File: src/rtl/stopwatch_pkg.sv
// Shared types and constants for the stopwatch counter: FSM encoding and BCD digit limits.
package stopwatch_pkg;

    localparam int unsigned DIGIT_W = 4;

    typedef logic [DIGIT_W-1:0] digit_t;

    localparam digit_t DIGIT_MAX    = 4'd9;
    localparam digit_t SEC_TENS_MAX = 4'd5;

    typedef enum logic [1:0] {
        StIdle    = 2'd0,
        StRunning = 2'd1,
        StPaused  = 2'd2
    } state_e;

endpackage

File: src/rtl/stopwatch_counter_if.sv
// Control pulses, timer handshake and BCD display digits of the stopwatch counter.
interface stopwatch_counter_if;
    import stopwatch_pkg::*;

    logic   tick_10ms;
    logic   start_stop;
    logic   lap;
    logic   clear;
    logic   timer_enabled;
    logic   timer_clear;
    logic   running;
    logic   lap_active;
    logic   overflow;
    digit_t disp_min_tens;
    digit_t disp_min_ones;
    digit_t disp_sec_tens;
    digit_t disp_sec_ones;
    digit_t disp_hund_tens;
    digit_t disp_hund_ones;

    modport master (
        output tick_10ms, start_stop, lap, clear,
        input  timer_enabled, timer_clear, running, lap_active, overflow,
        input  disp_min_tens, disp_min_ones, disp_sec_tens, disp_sec_ones,
        input  disp_hund_tens, disp_hund_ones
    );

    modport slave (
        input  tick_10ms, start_stop, lap, clear,
        output timer_enabled, timer_clear, running, lap_active, overflow,
        output disp_min_tens, disp_min_ones, disp_sec_tens, disp_sec_ones,
        output disp_hund_tens, disp_hund_ones
    );

endinterface

File: src/rtl/bcd_digit.sv
// One BCD digit counting 0..Limit; carry is combinational so a whole cascade ripples in one cycle.
module bcd_digit
    import stopwatch_pkg::*;
#(
    parameter digit_t Limit = DIGIT_MAX
) (
    input  logic   clk,
    input  logic   sync_reset,
    input  logic   inc,
    input  logic   clr,
    output digit_t value,
    output logic   carry
);

    digit_t value_q, value_d;

    always_comb begin
        value_d = value_q;
        if (clr) begin
            value_d = '0;
        end else if (inc) begin
            value_d = (value_q == Limit) ? '0 : value_q + 4'd1;
        end
    end

    always_ff @(posedge clk) begin
        if (sync_reset) begin
            value_q <= '0;
        end else begin
            value_q <= value_d;
        end
    end

    assign value = value_q;
    assign carry = inc && (value_q == Limit);

endmodule

File: src/rtl/stopwatch_counter.sv
// Stopwatch core: run/pause/idle FSM, MM:SS.hh BCD cascade, lap snapshot and display mux.
module stopwatch_counter
    import stopwatch_pkg::*;
#(
    parameter bit          WRAP_AT_MAX  = 1'b1,
    parameter int unsigned MAX_MIN_TENS = 5
) (
    input logic                clk,
    input logic                sync_reset,
    stopwatch_counter_if.slave bus
);

    localparam digit_t MinTensMax = digit_t'(MAX_MIN_TENS);

    // Index 0 is hundredths-ones, 5 is minute-tens.
    digit_t [5:0] cnt;
    logic   [5:0] inc;
    logic   [5:0] carry;

    state_e       state_q, state_d;
    logic         lap_active_q, lap_active_d;
    logic         overflow_q, overflow_d;
    digit_t [5:0] snapshot_q, snapshot_d;

    logic tick_en, at_max, saturate, count_en, capture;

    assign tick_en  = (state_q == StRunning) && bus.tick_10ms;
    assign at_max   = (cnt[5] == MinTensMax) && (cnt[4] == DIGIT_MAX) &&
                      (cnt[3] == SEC_TENS_MAX) && (cnt[2] == DIGIT_MAX) &&
                      (cnt[1] == DIGIT_MAX) && (cnt[0] == DIGIT_MAX);
    assign saturate = tick_en && at_max && !WRAP_AT_MAX;
    assign count_en = tick_en && !saturate;

    assign inc = {carry[4:0], count_en};

    bcd_digit #(.Limit(DIGIT_MAX)) u_hund_ones (
        .clk(clk), .sync_reset(sync_reset), .inc(inc[0]), .clr(bus.clear),
        .value(cnt[0]), .carry(carry[0])
    );
    bcd_digit #(.Limit(DIGIT_MAX)) u_hund_tens (
        .clk(clk), .sync_reset(sync_reset), .inc(inc[1]), .clr(bus.clear),
        .value(cnt[1]), .carry(carry[1])
    );
    bcd_digit #(.Limit(DIGIT_MAX)) u_sec_ones (
        .clk(clk), .sync_reset(sync_reset), .inc(inc[2]), .clr(bus.clear),
        .value(cnt[2]), .carry(carry[2])
    );
    bcd_digit #(.Limit(SEC_TENS_MAX)) u_sec_tens (
        .clk(clk), .sync_reset(sync_reset), .inc(inc[3]), .clr(bus.clear),
        .value(cnt[3]), .carry(carry[3])
    );
    bcd_digit #(.Limit(DIGIT_MAX)) u_min_ones (
        .clk(clk), .sync_reset(sync_reset), .inc(inc[4]), .clr(bus.clear),
        .value(cnt[4]), .carry(carry[4])
    );
    bcd_digit #(.Limit(MinTensMax)) u_min_tens (
        .clk(clk), .sync_reset(sync_reset), .inc(inc[5]), .clr(bus.clear),
        .value(cnt[5]), .carry(carry[5])
    );

    always_comb begin
        state_d = state_q;
        if (bus.clear) begin
            state_d = StIdle;
        end else begin
            case (state_q)
                StIdle:    if (bus.start_stop) state_d = StRunning;
                StRunning: if (bus.start_stop || saturate) state_d = StPaused;
                // A saturated count cannot be resumed; only clear leaves it.
                StPaused:  if (bus.start_stop && !(at_max && !WRAP_AT_MAX)) state_d = StRunning;
                default:   state_d = StIdle;
            endcase
        end
    end

    assign capture = bus.lap && !lap_active_q && (state_q == StRunning);

    always_comb begin
        lap_active_d = lap_active_q;
        overflow_d   = overflow_q;
        snapshot_d   = snapshot_q;
        if (bus.clear) begin
            lap_active_d = 1'b0;
            overflow_d   = 1'b0;
            snapshot_d   = '0;
        end else begin
            if (carry[5] || saturate) overflow_d = 1'b1;
            if (capture) begin
                lap_active_d = 1'b1;
                snapshot_d   = cnt;
            end else if (bus.lap && lap_active_q && (state_q != StIdle)) begin
                lap_active_d = 1'b0;
            end
        end
    end

    always_ff @(posedge clk) begin
        if (sync_reset) begin
            state_q      <= StIdle;
            lap_active_q <= 1'b0;
            overflow_q   <= 1'b0;
            snapshot_q   <= '0;
        end else begin
            state_q      <= state_d;
            lap_active_q <= lap_active_d;
            overflow_q   <= overflow_d;
            snapshot_q   <= snapshot_d;
        end
    end

    digit_t [5:0] disp;
    assign disp = lap_active_q ? snapshot_q : cnt;

    assign bus.timer_enabled  = (state_q == StRunning);
    assign bus.timer_clear    = (state_q == StIdle);
    assign bus.running        = (state_q == StRunning);
    assign bus.lap_active     = lap_active_q;
    assign bus.overflow       = overflow_q;
    assign bus.disp_hund_ones = disp[0];
    assign bus.disp_hund_tens = disp[1];
    assign bus.disp_sec_ones  = disp[2];
    assign bus.disp_sec_tens  = disp[3];
    assign bus.disp_min_ones  = disp[4];
    assign bus.disp_min_tens  = disp[5];

endmodule

File: src/flat_wrapper.sv
// flat-port wrapper written by rule: the top's interface ports become plain ports
module stopwatch_counter_flat import stopwatch_pkg::*;
#(
    parameter bit          WRAP_AT_MAX  = 1'b1,
    parameter int unsigned MAX_MIN_TENS = 5
)
  (clk, sync_reset, bus_tick_10ms, bus_start_stop, bus_lap, bus_clear, bus_timer_enabled, bus_timer_clear, bus_running, bus_lap_active, bus_overflow, bus_disp_min_tens, bus_disp_min_ones, bus_disp_sec_tens, bus_disp_sec_ones, bus_disp_hund_tens, bus_disp_hund_ones);
  stopwatch_counter_if bus_i ();
  input logic clk;
  input logic sync_reset;
  input wire logic [$bits(bus_i.tick_10ms)-1:0] bus_tick_10ms;
  input wire logic [$bits(bus_i.start_stop)-1:0] bus_start_stop;
  input wire logic [$bits(bus_i.lap)-1:0] bus_lap;
  input wire logic [$bits(bus_i.clear)-1:0] bus_clear;
  output wire logic [$bits(bus_i.timer_enabled)-1:0] bus_timer_enabled;
  output wire logic [$bits(bus_i.timer_clear)-1:0] bus_timer_clear;
  output wire logic [$bits(bus_i.running)-1:0] bus_running;
  output wire logic [$bits(bus_i.lap_active)-1:0] bus_lap_active;
  output wire logic [$bits(bus_i.overflow)-1:0] bus_overflow;
  output wire logic [$bits(bus_i.disp_min_tens)-1:0] bus_disp_min_tens;
  output wire logic [$bits(bus_i.disp_min_ones)-1:0] bus_disp_min_ones;
  output wire logic [$bits(bus_i.disp_sec_tens)-1:0] bus_disp_sec_tens;
  output wire logic [$bits(bus_i.disp_sec_ones)-1:0] bus_disp_sec_ones;
  output wire logic [$bits(bus_i.disp_hund_tens)-1:0] bus_disp_hund_tens;
  output wire logic [$bits(bus_i.disp_hund_ones)-1:0] bus_disp_hund_ones;
  assign bus_i.tick_10ms = bus_tick_10ms;
  assign bus_i.start_stop = bus_start_stop;
  assign bus_i.lap = bus_lap;
  assign bus_i.clear = bus_clear;
  assign bus_timer_enabled = bus_i.timer_enabled;
  assign bus_timer_clear = bus_i.timer_clear;
  assign bus_running = bus_i.running;
  assign bus_lap_active = bus_i.lap_active;
  assign bus_overflow = bus_i.overflow;
  assign bus_disp_min_tens = bus_i.disp_min_tens;
  assign bus_disp_min_ones = bus_i.disp_min_ones;
  assign bus_disp_sec_tens = bus_i.disp_sec_tens;
  assign bus_disp_sec_ones = bus_i.disp_sec_ones;
  assign bus_disp_hund_tens = bus_i.disp_hund_tens;
  assign bus_disp_hund_ones = bus_i.disp_hund_ones;
  stopwatch_counter #(.WRAP_AT_MAX(WRAP_AT_MAX), .MAX_MIN_TENS(MAX_MIN_TENS)) u_core (.clk(clk), .sync_reset(sync_reset), .bus(bus_i));
endmodule
File: config.mk
export PLATFORM = sky130hd
export DESIGN_NAME = stopwatch_counter_flat
export DESIGN_NICKNAME = d
export VERILOG_FILES = /design/src/rtl/stopwatch_pkg.sv /design/src/rtl/stopwatch_counter_if.sv /design/src/rtl/bcd_digit.sv /design/src/rtl/stopwatch_counter.sv /design/src/flat_wrapper.sv
export SDC_FILE = /design/constraint.sdc
export NUM_CORES = 1
export LEC_CHECK = 0
export ABC_AREA = 0
export BUFFER_PORTS_ARGS = -buffer_cell sky130_fd_sc_hd__buf_2
export CORE_MARGIN = 2
export CORE_UTILIZATION = 40
export CTS_CLUSTER_DIAMETER = 120
export DETAILED_ROUTE_END_ITERATION = 10
export PLACE_DENSITY_LB_ADDON = 0.15
export SYNTH_ARGS = -nofsm -noshare
export SYNTH_HDL_FRONTEND = slang
export SYNTH_SLANG_ARGS = --single-unit
File: constraint.sdc
create_clock -name clk -period 3.2 [get_ports clk]
set_input_delay 0.8 -clock clk [delete_from_list [all_inputs] [get_ports clk]]
set_output_delay 0.8 -clock clk [all_outputs]
set_load 0.05 [all_outputs]
---- Word level (Yosys, flattened, before mapping) ----
Cells that the tools add are included.
operators by class
  reduce and logical (&&, ||, !) cells .... 18
  mux-type cells .......................... 12
  equality and inequality tests ........... 10
  add/sub/neg operators ................... 6
operators by type and width
  operator               count
  $add A4 B1 Y4 const B  6
  $mux W24               1
  $mux W4                6
  $eq A4 B4 Y1 const B   4
  $logic_and A1 B1 Y1    11
  $eq A4 B3 Y1 const B   2
  $mux W2                2
  $pmux W2 S2            1
  $reduce_bool A2 Y1     2
  $reduce_or A2 Y1       2
  $eq A2 B1 Y1 const B   1
  $eq A2 B2 Y1 const B   1
  $logic_not A2 Y1       1
  $mux W1                2
  $ne A2 B1 Y1 const B   1
  $ne A2 B2 Y1 const B   1
  $reduce_and A2 Y1      1
  $logic_not A1 Y1       1
storage, ports and cells
  output and inout bits ................... 29
  register bits after elaboration ......... 52
  input port bits ......................... 6
  logic and storage cells ................. 61

---- Depth between registers and ports, before layout ----
  depth after elaboration ................. 8
  mapped depth ............................ 7
  gate-level depth less buffers ........... 4

---- Modules after synthesis ----
Synthesis repeated with hierarchy kept, for this count alone.
second synthesis, totals
  cell total of the unflattened synthesis .. 278
  area total of the unflattened synthesis .. 2,910.3 sq um
modules (own cells, without submodules)
  module                               cells an instance  times used  area each (sq um)
  stopwatch_counter                    160                1           1,781.7
  bcd_digit at u_core.u_hund_ones ...  20                 4           188.9
  bcd_digit at u_core.u_min_tens ...   19                 2           186.4

---- Worst setup path after synthesis ----
Ideal clock, no wire load.
  path kind ............................... register to output
  from .................................... register u_core.lap_active_q, in the netlist u_core.bus.lap_active
  to ...................................... output port bus_disp_sec_tens[3]
  path slack .............................. 381 ps
  arrival time ............................ 2,019 ps
  stages on the path, launching flop included .. 4
  required time ........................... 2,400 ps
  cells stage by stage .................... dfxtp_1 clkbuf_1 clkbuf_1 o21ai_0
on the way
  cells in the longest elaborated chain, start to end .. 1
ends and longest elaborated chain
  item                    RTL line                  text
  start, declared         stopwatch_counter.sv:21   logic lap_active_q, lap_active_d;
  start signal, assigned  stopwatch_counter.sv:105  lap_active_q <= lap_active_d;
  $mux W24                stopwatch_counter.sv:112  assign disp = lap_active_q ? snapshot_q : cnt;
  end, declared           flat_wrapper.sv:22        output wire logic [$bits(bus_i.disp_sec_tens)-1:0] bus_disp_sec_tens;
No other way between the ends.

---- Worst setup path in the final report ----
  from .................................... register u_core.lap_active_q, in the netlist u_core.bus.lap_active
  to ...................................... output port bus_disp_sec_tens[2]
Same word-level chain as after synthesis.

==> impl_metrics.ini <==
[outcome]
outcome = completed

[floorplan]
number_of_top_level_design_ports = 35
dieHeight_um = 84.1
fp.dieW_um = 84.1
std_cell_rows = 29
floorplan.die_area_um2 = 7070
initial_core_util_pct = 40.9
coreArea_um2 = 6280

[detailed_routing]
ant_nets = 0
drc = 0
vias_per_cell = 5.29
routed_wl_mm = 5.51
drtIter0Drc = 68
firstDrtPassIters = 4
routed-via-count = 2153
wire_per_inst_um = 13.5

[logic_synthesis]
synth.lib_cells_used.distinct = 55
synth_warnings = 0
ys_seq_elements = 52
seq_area_frac_synth_pct = 40.6
synth_top_cell_by_area = sky130_fd_sc_hd__dfxtp_1
yosys-top-cells-area = sky130_fd_sc_hd__dfxtp_1 41%, sky130_fd_sc_hd__nand2_1 9.8%, sky130_fd_sc_hd__mux2_2 7.9%
synth-edff-count = 0
synthArstFlopShare_pct = 0
yosys-top-cells-count = 67 x sky130_fd_sc_hd__nand2_1, 52 x sky130_fd_sc_hd__dfxtp_1, 39 x sky130_fd_sc_hd__a21oi_1
synthCells = 305
synth_top_area_share_pct = 40.6
syn_nets = 311
yosysMostFrequentCell = sky130_fd_sc_hd__nand2_1
synth_area_um2 = 2560
syn_area_per_cell_um2 = 8.41
dominantRegCellSynth = sky130_fd_sc_hd__dfxtp_1

[final_layout]
antenna-diode-count = 0
seqCellArea_um2 = 1040
nFillCells = 666
finalNetCount = 335
area_growth_syn_to_layout_pct = 10.5
share_of_layout_cells_above_drive_strength_1_pct = 24.5
post-route-util_pct = 45.2
multi_input_area_um2 = 1380

[worst_setup_path]
highest_cell_delay_on_the_worst_timing_path_ps = 370
crit_type = register to output port
critPathSlowestCell = sky130_fd_sc_hd__mux2_2
worst_setup_path_start_kind = register
critPathRequiredTime_ps = 2400
cp_data_arrival_time_ps = 1520
endpoint_kind = output port
worst-path-max-fanout = 22
cp_cell_sequence = buf_4 > mux2_2 > buf_2

[clocking]
cts_made_buffers = 5
count_of_cells_resized_by_post_cts_repair = 0
root_buffer = sky130_fd_sc_hd__clkbuf_8
cts_post_setup_buffers_inserted = 0
clock_tree.htree_level_count = 2
hold_buffers = 0
clk_path_buf_depth = 2
cts.clk_slew.worst_paths_ps = 90
clock_tree_from_tritoncts = yes
skew_pair_late_insertion_delay_ps = 310
clock_sinks = 52

[placed_design]
routability_cong = 0.753
preCtsSetupSlack_ps = 842
post_detailed_placement_half_perimeter_wirelength_mm = 3.57
buffer_ports.inserted = 34

[pwr]
power.static_leakage_nw = 1.05
power.density_nw_per_um2 = 383
report.power.total_w = 0.00109
max-vdd-ir-drop_mv = 0.178

[sta]
achievable-frequency_mhz = 432
rsz0062_at_grt = false
fin_worst_hold_slack_ps = 455
setup_violations = 0
fin_skew_ps = 9.58
timing.final.hold_violations = 0
timing.final.crit_share_pct = 72.4
tightest_slew_ps = 970
final_min_period_ps = 2320
timing.slew.headroom_pct = 35.3
layout_setup_ws_ps = 884
setup_total_negative_slack_ps = 0
drv_slew = 0

[flow_run]
max-cap-violations = 0

[grt]
global_route.overflow_total = 0
grt_pass1_vias = 1971
grt_max_degree = 50
wire_length_of_the_first_global_routing_pass_mm = 9.42
antenna_violations_before_repair = 0
gr_usage_total_pct = 16.2

[hold_path]
holdCritPathClass = register to register
==> through the flow <==
step	instances	area, µm²
floorplan	305	2560
CTS	407	2840
global route	407	2840
finish	407	2840
global placement	399	2740
detailed placement	399	2740
==> sequential cells by signal, summed over array words and instances, names as in the netlist <==
register and flops:
u_core.u_sec_ones.value 4, u_core.u_min_tens.value 4, u_core.u_hund_ones.value 4, u_core.u_min_ones.value 4
u_core.state_q 2, u_core.u_sec_tens.value 4, u_core.u_hund_tens.value 4, u_core.snapshot_q 24
u_core.bus.lap_active 1, u_core.bus.overflow 1
==> critical path, delay by kind of cell, from the launching register on <==
family | cells | cell delay (ps)
flops | 1 | 340
buf+inv | 2 | 490
mux | 1 | 370
==> power by group <==
part,total (W),switching (W),leakage [nW],internal [W]
registers,0.000649,0.00000150,0.419,0.000648
clock network,0.000390,0.000217,0.0510,0.000173
logic,0.0000462,0.0000354,0.576,0.0000108
total,0.00109,0.000254,1.05,0.000832
==> cell usage in the layout (no fill, tap or decap), types with 5 or more instances in the layout <==
cell                       Yosys  final
sky130_fd_sc_hd__nand2_1      67     67
sky130_fd_sc_hd__dfxtp_1      52     52
sky130_fd_sc_hd__nor2_1       12     12
sky130_fd_sc_hd__nor2b_1       6      6
sky130_fd_sc_hd__inv_1         8      8
sky130_fd_sc_hd__a21oi_1      39     39
sky130_fd_sc_hd__clkbuf_8      2      6
sky130_fd_sc_hd__buf_2         4     34
sky130_fd_sc_hd__xor2_1        5      5
sky130_fd_sc_hd__mux2_2       18     18
sky130_fd_sc_hd__o21ai_0      15     15
==> path summary, 6_finish.rpt <==
kind	end	depth (start not counted)	slack, ps	start
min reg2reg	u_core.snapshot_q[19]	2	460	u_core.snapshot_q[19]
max reg2reg	u_core.snapshot_q[3]	5	1190	u_core.state_q[0]
min	u_core.snapshot_q[19]	2	460	u_core.snapshot_q[19]
max	bus_disp_sec_tens[2]	3	880	u_core.bus.lap_active
==> layer usage <==
metal / GRT usage [%] / vias to the layer above / part of all wire, %
li1: - / 1106 / -
met1: 21.7 / 1007 / 50
met2: 25.7 / 32 / 45
met3: 3.86 / 8 / 3.8
met4: 4.99 / 0 / 1.3
met5: 0 / - / 0
==> layout make-up <==
class	instances	share of cell area [%]
clock buffers	6	2.91
clock inverters	2	0.353
inverters	8	1.06
multi-input cells	224	48.5
flip-flops and latches	52	36.7
well taps	77	3.40
repair buffers	38	7.06
==> cell families (layout without fill, tap and decap cells) <==
logic type	Yosys count	in the layout	share of synthesized area, %
muxes	21	21	9.07
buffers and inverters	29	54	5.80
AOI/OAI and AO/OA	72	72	16.5
DFF	52	52	40.6
and+or+nand+nor	126	126	26.3
xor gates and xnor gates	5	5	1.71
Power figures use the tool's default switching activity.
